==> src/rtl/alu_seq_ctrl.sv <==
// alu_seq_ctrl: command sequencer in front of a combinational 4-bit ALU.
// Commands are queued in a small FIFO and issued one at a time.
// The ALU result is sampled after ALU_LAT cycles and returned over a
// valid/ready response port. Chained commands take operand A from the
// low nibble of the previous result.
module alu_seq_ctrl #(
    parameter int DEPTH   = 4,
    parameter int ALU_LAT = 1
) (
    input  logic       clk,
    input  logic       rst_n,
    input  logic       ena,
    input  logic       cmd_valid,
    output logic       cmd_ready,
    input  logic [3:0] cmd_op,
    input  logic [3:0] cmd_a,
    input  logic [3:0] cmd_b,
    input  logic       cmd_chain,
    output logic [3:0] alu_op,
    output logic [3:0] alu_a,
    output logic [3:0] alu_b,
    input  logic [7:0] alu_result,
    output logic       rsp_valid,
    input  logic       rsp_ready,
    output logic [7:0] rsp_data,
    output logic       busy,
    output logic [7:0] op_count
);

    localparam int PTR_W  = (DEPTH > 1) ? $clog2(DEPTH) : 1;
    localparam int CNT_W  = PTR_W + 1;
    localparam int ENT_W  = 13;
    localparam int WCNT_W = 2;

    typedef enum logic [1:0] {
        S_IDLE,
        S_ISSUE,
        S_WAIT,
        S_RESP
    } state_t;

    // Each FIFO entry is packed as {chain, op, a, b}
    logic [ENT_W-1:0]  fifo_mem [DEPTH];
    logic [PTR_W-1:0]  wr_ptr_reg;
    logic [PTR_W-1:0]  rd_ptr_reg;
    logic [CNT_W-1:0]  count_reg;

    state_t            state_reg;
    logic [WCNT_W-1:0] wait_cnt_reg;
    logic [3:0]        acc_reg;
    logic [3:0]        alu_op_reg;
    logic [3:0]        alu_a_reg;
    logic [3:0]        alu_b_reg;
    logic              rsp_valid_reg;
    logic [7:0]        rsp_data_reg;
    logic [7:0]        op_count_reg;

    logic              full;
    logic              empty;
    logic              push;
    logic              pop;
    logic [ENT_W-1:0]  head;

    // A full FIFO refuses a command even if the head is popped this cycle
    assign full      = (count_reg == CNT_W'(DEPTH));
    assign empty     = (count_reg == '0);
    assign cmd_ready = ena && !full;
    assign push      = cmd_valid && cmd_ready;
    assign pop       = ena && (state_reg == S_ISSUE);
    assign head      = fifo_mem[rd_ptr_reg];

    assign alu_op    = alu_op_reg;
    assign alu_a     = alu_a_reg;
    assign alu_b     = alu_b_reg;
    assign rsp_valid = rsp_valid_reg;
    assign rsp_data  = rsp_data_reg;
    assign op_count  = op_count_reg;
    assign busy      = (state_reg != S_IDLE) || !empty;

    // Command storage; contents need no reset because the count gates reads
    always_ff @(posedge clk) begin
        if (push) begin
            fifo_mem[wr_ptr_reg] <= {cmd_chain, cmd_op, cmd_a, cmd_b};
        end
    end

    // FIFO pointers and occupancy; simultaneous push and pop leave the count unchanged
    always_ff @(posedge clk or negedge rst_n) begin
        if (!rst_n) begin
            wr_ptr_reg <= '0;
            rd_ptr_reg <= '0;
            count_reg  <= '0;
        end else if (ena) begin
            if (push) begin
                wr_ptr_reg <= wr_ptr_reg + 1'b1;
            end
            if (pop) begin
                rd_ptr_reg <= rd_ptr_reg + 1'b1;
            end
            case ({push, pop})
                2'b10:   count_reg <= count_reg + 1'b1;
                2'b01:   count_reg <= count_reg - 1'b1;
                default: count_reg <= count_reg;
            endcase
        end
    end

    // Sequencer FSM: issue head command, wait ALU_LAT cycles, hold result until accepted
    always_ff @(posedge clk or negedge rst_n) begin
        if (!rst_n) begin
            state_reg     <= S_IDLE;
            wait_cnt_reg  <= '0;
            acc_reg       <= '0;
            alu_op_reg    <= '0;
            alu_a_reg     <= '0;
            alu_b_reg     <= '0;
            rsp_valid_reg <= 1'b0;
            rsp_data_reg  <= '0;
            op_count_reg  <= '0;
        end else if (ena) begin
            case (state_reg)
                S_IDLE: begin
                    if (!empty) begin
                        state_reg <= S_ISSUE;
                    end
                end
                S_ISSUE: begin
                    alu_op_reg   <= head[11:8];
                    alu_a_reg    <= head[12] ? acc_reg : head[7:4];
                    alu_b_reg    <= head[3:0];
                    wait_cnt_reg <= WCNT_W'(ALU_LAT - 1);
                    state_reg    <= S_WAIT;
                end
                S_WAIT: begin
                    if (wait_cnt_reg == '0) begin
                        rsp_data_reg  <= alu_result;
                        acc_reg       <= alu_result[3:0];
                        rsp_valid_reg <= 1'b1;
                        state_reg     <= S_RESP;
                    end else begin
                        wait_cnt_reg <= wait_cnt_reg - 1'b1;
                    end
                end
                S_RESP: begin
                    if (rsp_ready) begin
                        rsp_valid_reg <= 1'b0;
                        op_count_reg  <= op_count_reg + 1'b1;
                        state_reg     <= empty ? S_IDLE : S_ISSUE;
                    end
                end
                default: state_reg <= S_IDLE;
            endcase
        end
    end

endmodule

==> config.mk <==
export PLATFORM = sky130hd
export DESIGN_NAME = alu_seq_ctrl
export DESIGN_NICKNAME = d
export VERILOG_FILES = /design/src/rtl/alu_seq_ctrl.sv
export SDC_FILE = /design/constraint.sdc
export NUM_CORES = 1
export LEC_CHECK = 0
export BUFFER_PORTS_ARGS = -buffer_cell sky130_fd_sc_hd__buf_2
export CAP_MARGIN = 20
export CORE_ASPECT_RATIO = 1.75
export CORE_MARGIN = 1.5
export CORE_UTILIZATION = 35
export DETAILED_ROUTE_END_ITERATION = 12
export GPL_ROUTABILITY_DRIVEN = 0
export PLACE_DENSITY_LB_ADDON = 0.1
export SLEW_MARGIN = 40
export SYNTH_ARGS = -nofsm -noshare
export SYNTH_HDL_FRONTEND = slang
export SYNTH_SLANG_ARGS = --single-unit
==> constraint.sdc <==
create_clock -name clk -period 3.4 [get_ports clk]
set_input_delay 0.34 -clock clk [delete_from_list [all_inputs] [get_ports clk]]
set_output_delay 0.34 -clock clk [all_outputs]
set_load 0.01 [all_outputs]
# After elaboration in Yosys (flattened, before gate mapping)
# Memory sizes are Yosys's and may differ from the RTL's.
# Cells that the tools add are included.
# W data, S select, Z words.
# classes
addsub	6
multipliers	0
div_mod_pow	0
magnitude_cmp	0
n_eq_ne	10
n_shift	0
muxes	14
n_bitwise	0
reduce_logical	22
# ops
cell	n
$reduce_and A3 Y1	3
$add A8 B1 Y8 const B	1
$mux W2	4
$ne A2 B2 Y1 const B	4
$pmux W2 S4	1
$reduce_and A2 Y1	4
$reduce_and A4 Y1	2
$reduce_bool A2 Y1	4
$eq A2 B2 Y1 const B	3
$pmux W3 S2	1
$mux W1	5
$add A2 B1 Y2 const B	2
$eq A2 B1 Y1 const B	2
$logic_not A2 Y1	2
$mux W4	1
$pmux W2 S2	1
$add A3 B1 Y3 const B	1
$eq A3 B3 Y1 const B	1
$logic_and A1 B1 Y1	3
$logic_not A3 Y1	1
$sub A3 B1 Y3 const B	1
$logic_not A1 Y1	2
$pmux W1 S2	1
$sub A2 B1 Y2 const B	1
$logic_or A1 B1 Y1	1
# word_totals
ff_bits	44
latchBits	0
ramBits	52
romBits	0
in_bits	26
mem_count	1
# mem_list
name	depth	word_bits	rd	rd_clocked_by_memory_dff	write_ports	line	text
fifo_mem	4	13	1	0	1	43	logic [ENT_W-1:0] fifo_mem [DEPTH];

# Depth between registers and ports, before layout
# Gate-level depths: netlist of run 1.
# logic_depth
word_depth	7
mapped_depth	11

# Worst setup path before layout of run 1
# No wires, ideal clock.
# synth_path
path_kind	reg2reg
startpoint	register state_reg[1]
endpoint	register count_reg[2]
setup_time_ps	80
arrival_ps	2027
required_ps	3320
path_slack_ps	1293
stages_incl_launch_ff	12
path_buffers	1
synth_period_minus_slack_ps	2107
cell_sequence	dfrtp_1 > inv_1 > ha_1 > nand2_1 > buf_2 > inv_1 > ha_1 > inv_1 > fa_1 > xor2_1 > nor2_1 > xnor2_1
# synth_via
elab_chain_len	5
word_cells_on_any_way	7
classes_between	eq/ne: 3; mux: 1; reduce/logical: 3
# synth_lines
item	line	text
start: declaration	48	state_t state_reg;
start signal: assignment	148	state_reg <= empty ? S_IDLE : S_ISSUE;
$eq A2 B1 Y1 *	69	assign pop = ena && (state_reg == S_ISSUE);
$logic_and A1 B1 Y1 *	69	
net pop	61	logic pop;
$eq A2 B1 Y1 / $eq A2 B2 Y1 (equally long branches)	100	case ({push, pop})
$reduce_bool A2 Y1 (no line)	--	
$reduce_and A2 Y1 (no line)	--	
end signal: assignment	101	2'b10: count_reg <= count_reg + 1'b1;
end signal: assignment	102	2'b01: count_reg <= count_reg - 1'b1;
end signal: assignment	103	default: count_reg <= count_reg;
end: declaration	46	logic [CNT_W-1:0] count_reg;
# The timed path passes the listed nets; every way through them passes the cells marked *.
# A chain may end at the register's enable or synchronous reset.

# Worst setup path after layout of run 1
# Same ends and word-level chain as after synthesis.

==> results of run 1 <==
==> critical path: cells and delay by family (launching register included) <==
kind | cells | cell delay, ns
flops | 1 | 0.42
xor+xnor | 2 | 0.27
buf+inv | 4 | 0.45
simple gates | 2 | 0.18
fa+ha+maj | 3 | 0.73
==> per-stage QoR <==
step	std cells	hold WS (ns)	total power, µW	area (µm²)	util [%]
2_1_floorplan	227	0.04441	2407	3814	-
3_3_place_gp	409	0.4579	2765	4220	39.68
3_5_place_dp	409	0.3769	2784	4223	39.71
4_1_cts	425	0.005316	3761	4518	42.48
5_1_grt	425	0.02301	3933	4518	42.48
6_report	425	-0.01581	3685	4518	42.48
==> area by class of cell <==
type	count	area [µm²]
clock inverter	7	70.07
inverter	12	45.04
fill	1016	6117
multi-input combinational	117	1155
tap	130	162.7
sequential	92	2562
timing repair buffer	58	297.8
clock buffer	9	225.2
==> kinds of logic after synthesis <==
kind of cell | Yosys count | synth area share [%]
fa+ha+maj | 12 | 4.134
flops | 92 | 67.19
simple gates | 38 | 5.085
mux | 36 | 14.73
xor+xnor | 13 | 2.986
buf+inv | 18 | 2.526
compound gates | 18 | 3.347
==> worst paths after layout <==
kind                                               start                          end  slack [ns]  depth (start not counted)
max in group asynchronous                          rst_n         alu_b[2]$_DFFE_PN0P_        3.04                          1
worst min register to register   op_count[7]$_DFFE_PN0P_      op_count[7]$_DFFE_PN0P_        0.47                          1
worst min-delay path                               rst_n  wait_cnt_reg[0]$_DFFE_PN0P_       -0.02                          1
worst max register to register  state_reg[1]$_DFFE_PN0P_     count_reg[2]$_DFFE_PN0P_        1.28                         11
worst max-delay path            state_reg[1]$_DFFE_PN0P_     count_reg[2]$_DFFE_PN0P_        1.28                         11
min in group clk                               cmd_op[0]     fifo_mem[0][8]$_DFFE_PP_        0.21                          1
==> per-layer routing <==
metal	track usage [%]	up-vias	share of wire, %
li1	-	977	-
met1	14.15	1057	39
met2	24.76	42	56
met3	3.236	7	3.4
met4	5.888	0	1.6
met5	0	-	0
==> cells in the final DEF (no fill, tap or decap), drive strengths merged, types with 7 or more instances in the layout <==
cell type  netlist  routed
o21ai            8       8
mux4            13      13
nand2           13      13
clkbuf           0       9
mux2            19      19
inv             12      15
buf              6      58
dfrtp           40      40
xnor2            7       7
edfxtp          52      52
ha              11      11
==> report_power, final <==
group / switching [µW] / leakage [µW] / total (µW) / internal [µW]
clock: 452 / 0.000135 / 967 / 515
combinational: 491 / 0.000744 / 1040 / 546
sequential: 229 / 0.000960 / 1680 / 1450
total: 1170 / 0.00184 / 3680 / 2510
==> results by group, run 1 <==
Global routing
  • Remaining global-route overflow: 0
  • Via count of the first global-routing pass: 2151
  • Maximum number of pins on one net before global-route repair: 41
  • Global-route total usage across every layer: 13.55%
  • Antenna violations before repair: 0
  • First-pass GRT wire length: 11160 µm

Timing
  • Final worst clock skew: 0.007716 ns
  • Unrepaired setup endpoints after global routing: false
  • Final-layout setup total negative slack: 0 ns
  • Ratio of final minimum period to clock period: 62.47%
  • Worst hold slack across all endpoints: -0.01581 ns
  • Actual transition at the worst max-transition pin: 0.7499 ns
  • Final worst setup slack: 1.276 ns
  • Slew Viols, Final: 0
  • Headroom to the max-slew limit: 50.01%
  • Final worst path period need: 2.124 ns
  • Setup-failing EPs final: 0
  • Max Fclk: 470.8 MHz
  • Number of hold violations in the final report: 32

Worst setup path
  • Worst path arrival time: 2.38 ns
  • Worst path slowest cell: dfrtp_1
  • Critical Path Fanout Max: 18
  • Most used cell along the critical path: inv_1
  • Required time at the worst-slack endpoint: 3.66 ns
  • Stage delay of the slowest cell on the critical path: 0.42 ns
  • Kind of start point of the critical path: register
  • Critical path class: register to register
  • Critical path capture point type: register
  • Cell breakdown of the critical path: inv_1, ha_1, nand2_1, buf_4, inv_1, ha_1, inv_1, fa_1, xor2_1, nor2_1, xnor2_1

Clock tree
  • CTS tree: yes
  • Number of buffers inserted by hold repair at cts: 0
  • Number of setup buffers added after CTS: 0
  • Number of gates resized after cts: 0
  • # H-tree levels: 3
  • Clock transition at path regs: 0.07 ns
  • Worst-skew pair later-pin latency: 0.34 ns
  • Clk Tree Root Cell: clkbuf_16
  • Num CTS Buffers: 9
  • Maximum clock insertion buffer count: 2
  • CTS Sinks: 92

Synthesis
  • Number of storage elements in the synthesis netlist: 92
  • Most used standard cells in the synthesized netlist: 52 x edfxtp_1, 40 x dfrtp_1, 19 x mux2_2
  • Synthesized area divided by synthesized cell count: 16.80 µm²
  • Top cells by area, synth: edfxtp_1 41%, dfrtp_1 26%, mux2_2 5.6%
  • Most repeated cell in the gate-level netlist after synthesis: edfxtp_1
  • Post-Syn Nets: 265
  • Area fraction of the dominant cell type after synthesis: 40.94%
  • Count of yosys warnings during synthesis: 0
  • Post-synthesis instance area: 3814 µm²
  • Seq/Total Area, Yosys: 67.19%
  • Count of flip-flops with a built-in enable after synthesis: 52
  • Proportion of register bits with asynchronous set or reset after synthesis: 43.48%
  • Synthesized instance count: 227
  • Most instantiated flip-flop cell in the synthesis netlist: edfxtp_1
  • Post-synthesis cell type with the largest combined area: edfxtp_1
  • Count of cell types in the netlist: 35

Run
  • Max-cap violations: 0

Cells and area
  • Layout cells sized above 1: 34.58%
  • Final layout net count: 328
  • Max FFs per register: 52
  • Signed area change from the synthesized netlist to the final layout: 18.47%
  • Number of antenna diodes: 0

Place
  • Minimum setup slack after placement: 1.265 ns
  • Number of input and output port buffers inserted: 56
  • Sum of net half-perimeters after detailed placement: 4969 µm

Die
  • Boundary Pins: 57
  • Die Area: 11560 µm²
  • Starting utilization of the core area: 35.86%
  • Horizontal extent of the die: 81.91 µm
  • Core area: 10640 µm²
  • Std-Cell Rows: 50
  • Die Y: 141.1 µm

Routing
  • Detailed Routing Iterations Pass 1: 4
  • Overall via count from detail_route: 2083
  • WL per Instance: 17.02 µm
  • Antenna Violating Nets Remaining: 0
  • Post-detailed-route DRC marker count: 0
  • Via density: 4.901
  • Initial drt markers: 68
  • Total detailed-routing wirelength: 7235 µm

Power and ir drop
  • Power density cells: 815.6 nW/µm²
  • VDD IR-drop max: 339.2 µV
  • Leakage power total: 0.001839 µW

Status
  • Result of the run: finished, violations left
  • Violations in the final reports: hold timing

Hold path
  • Type of the tightest min-delay check: input port to async pin
No activity file was read; power rests on OpenSTA's default activity.
==> run 2, diff against run 1 <==
clock period = 1.7 ns   (was 3.4 ns; I/O delays follow)
==> run 2 against run 1 <==
The flow finishes with violations (setup timing). Non-clock buffer count is 37 higher. Count of clock-buffer cells in the layout stayed put. Sequential cell count stayed put. Via count is 6.7% higher. First-iteration DRC count is 2.9% lower. Power is 120% higher. Clock skew is 0.0022 ns lower. Clock power is 120% higher. Register-to-register slack worse by 1.4 ns. Core utilization is 4.2 points higher. Critical path type is now register to output pin. Largest power group unchanged. Highest routed layer unchanged.
==> results by group, run 2 (synthesis results as in run 1) <==
Status
  • Result of the run: finished, violations left
  • Violations in the final reports: setup timing

Cells and area
  • Most frequent cells in the layout: 55 x buf_2, 52 x edfxtp_1, 39 x dfrtp_1, 33 x buf_4, 18 x mux2_2
  • Final standard cell count with taps included and fillers excluded: 462
  • Most frequent standard cell in the layout excluding fill and tap cells: buf_2
  • Max FFs per register: 52
  • Final layout net count: 365
  • Final Cell Area: 4967 µm²
  • Layout cells sized above 1: 46.69%
  • Utilization after layout: 46.71%
  • Signed area change from the synthesized netlist to the final layout: 30.25%
  • Number of antenna diodes: 0

Timing
  • Unrepaired setup endpoints after global routing: true
  • Final-layout setup total negative slack: -0.2433 ns
  • Ratio of final minimum period to clock period: 107.8%
  • Slew Viols, Final: 0
  • Headroom to the max-slew limit: 63.32%
  • Max Fclk: 545.8 MHz
  • Final worst setup slack: -0.1321 ns
  • Actual transition at the worst max-transition pin: 0.5503 ns
  • Setup-failing EPs final: 3
  • Final worst path period need: 1.832 ns
  • Number of hold violations in the final report: 0
  • Final worst clock skew: 0.005528 ns

Routing
  • Total detailed-routing wirelength: 7537 µm
  • Overall via count from detail_route: 2223
  • Detailed Routing Iterations Pass 1: 4
  • Antenna Violating Nets Remaining: 0
  • WL per Instance: 16.31 µm
  • Post-detailed-route DRC marker count: 0
  • Via density: 4.812
  • Initial drt markers: 66

Power and ir drop
  • Leakage power total: 0.002071 µW
  • Switching power summed over all nets: 2517 µW
  • VDD IR-drop max: 742.0 µV
  • Power density cells: 1637 nW/µm²
  • Overall power of the completed layout: 8130 µW
  • Sequential group share of total power: 39.6%
  • Internal power: 5612 µW
  • Power share of the combinational group: 34.7%
  • Clk pwr share: 25.8%
  • Sw frac: 30.97%

Clock tree
  • # H-tree levels: 3
  • CTS Sinks: 92
  • Num CTS Buffers: 9
  • Clock transition at path regs: 0.07 ns
  • CTS tree: yes
  • Maximum clock insertion buffer count: 2
  • Clk Tree Root Cell: clkbuf_16
  • Worst-skew pair later-pin latency: 0.34 ns

Worst setup path
  • Critical path class: register to output pin
  • Worst path arrival time: 1.66 ns
  • Required time at the worst-slack endpoint: 1.53 ns
  • Family of cells with the greatest summed delay on the critical path: simple AND/OR/NAND/NOR gates
  • Bufs and invs on worst path: 3
  • Cell breakdown of the critical path: inv_2, ha_4, or4b_4, buf_6, buf_6
  • Worst path slowest cell: or4b_4
  • Critical path capture point type: output pin
  • Most used cell along the critical path: buf_6
  • Critical Path Fanout Max: 2
  • Stage delay of the slowest cell on the critical path: 0.46 ns
  • Kind of start point of the critical path: register

Die
  • Std-Cell Rows: 50
  • Boundary Pins: 57
  • Die Area: 11560 µm²
  • Horizontal extent of the die: 81.91 µm
  • Starting utilization of the core area: 35.86%
  • Core area: 10640 µm²
  • Die Y: 141.1 µm

Place
  • Number of input and output port buffers inserted: 56
  • Post-DP Area: 4514 µm²
  • Sum of net half-perimeters after detailed placement: 5235 µm
  • Number of instances in the placed design: 437

Global routing
  • Via count of the first global-routing pass: 2364
  • Maximum number of pins on one net before global-route repair: 41
  • Antenna violations before repair: 0
  • First-pass GRT wire length: 12050 µm
  • Remaining global-route overflow: 0
  • Global-route total usage across every layer: 14.48%

Hold path
  • Type of the tightest min-delay check: input port to register

Run
  • Max-cap violations: 0
run 2: changes by cell type in the layout (fill, tap and decap cells not counted), sizes merged:
cell	delta
clkinvlp	-2
buf	+36
bufinv	+1
inv	+1
dlygate4sd3	+1
run 2: per-layer routing:
layer  track usage [%]  share of wire, %  vias to the layer above
met4             6.155               1.9                        0
met1             15.55                39                     1119
met3             3.107               3.1                       10
met2             26.32                56                       37
met5                 0                 0                        -
li1                  -                 -                     1057
run 2: path summary, 6_finish.rpt:
kind	depth (start not counted)	slack, ns	endpoint	startpoint
hold reg to reg	1	0.47	op_count[7]$_DFFE_PN0P_	op_count[7]$_DFFE_PN0P_
min in group asynchronous	3	0.42	count_reg[0]$_DFFE_PN0P_	rst_n
max in group asynchronous	3	0.86	state_reg[0]$_DFFE_PN0P_	rst_n
setup reg to reg	9	-0.09	count_reg[2]$_DFFE_PN0P_	count_reg[2]$_DFFE_PN0P_
hold / removal	1	0.04	fifo_mem[2][12]$_DFFE_PP_	cmd_chain
setup / recovery	5	-0.13	busy	state_reg[0]$_DFFE_PN0P_
run 2: repair_timing:
| item | CTS | global route |
|---|---|---|
| endpoints found under the setup margin | 4 | 6 |
| hold buffers | 1 | 0 |
| gates resized for setup | 11 | 5 |
| buffers inserted | 5 | 3 |
| endpoints found under the hold margin | 40 | 0 |
| pin swaps | 5 | 4 |
run 2: power groups by stage:
stage          sequential, µW  clock (µW)  combinational (µW)
3_5_place_dp             3290           0                2630
6_report                 3220        2090                2820
2_1_floorplan            3380           0                1520
3_3_place_gp             3270           0                2590
5_1_grt                  3280        2250                3110
4_1_cts                  3230        2160                2790
run 2: cell type report:
cell class / instances / area, µm²
Timing Repair Buffer: 95 / 626.9
Fill cell: 982 / 5668
Clock inverter: 7 / 91.34
Clock buffer: 9 / 225.2
Multi-Input combinational cell: 117 / 1247
Sequential cell: 92 / 2564
Tap cell: 130 / 162.7
Inverter: 12 / 50.05
run 2: worst reg2reg max path, cell delays in order, from the launching register on:
cell and delay [ns]:
dfrtp_1 0.36, inv_2 0.04, o311a_4 0.38, inv_4 0.06
ha_4 0.12, inv_2 0.03, fa_2 0.33, xor2_1 0.15
nor2_1 0.12, xnor2_1 0.12
run 2: through the flow:
stage / worst slack, ns / hold slack (ns)
after detailed placement: -0.09526 / 0.2873
after CTS: -0.1294 / 0.02920
after floorplan: -0.1443 / -0.1256
after global placement: -0.07764 / 0.2865
final: -0.1321 / 0.04245
after global routing: -0.1946 / 0.03076
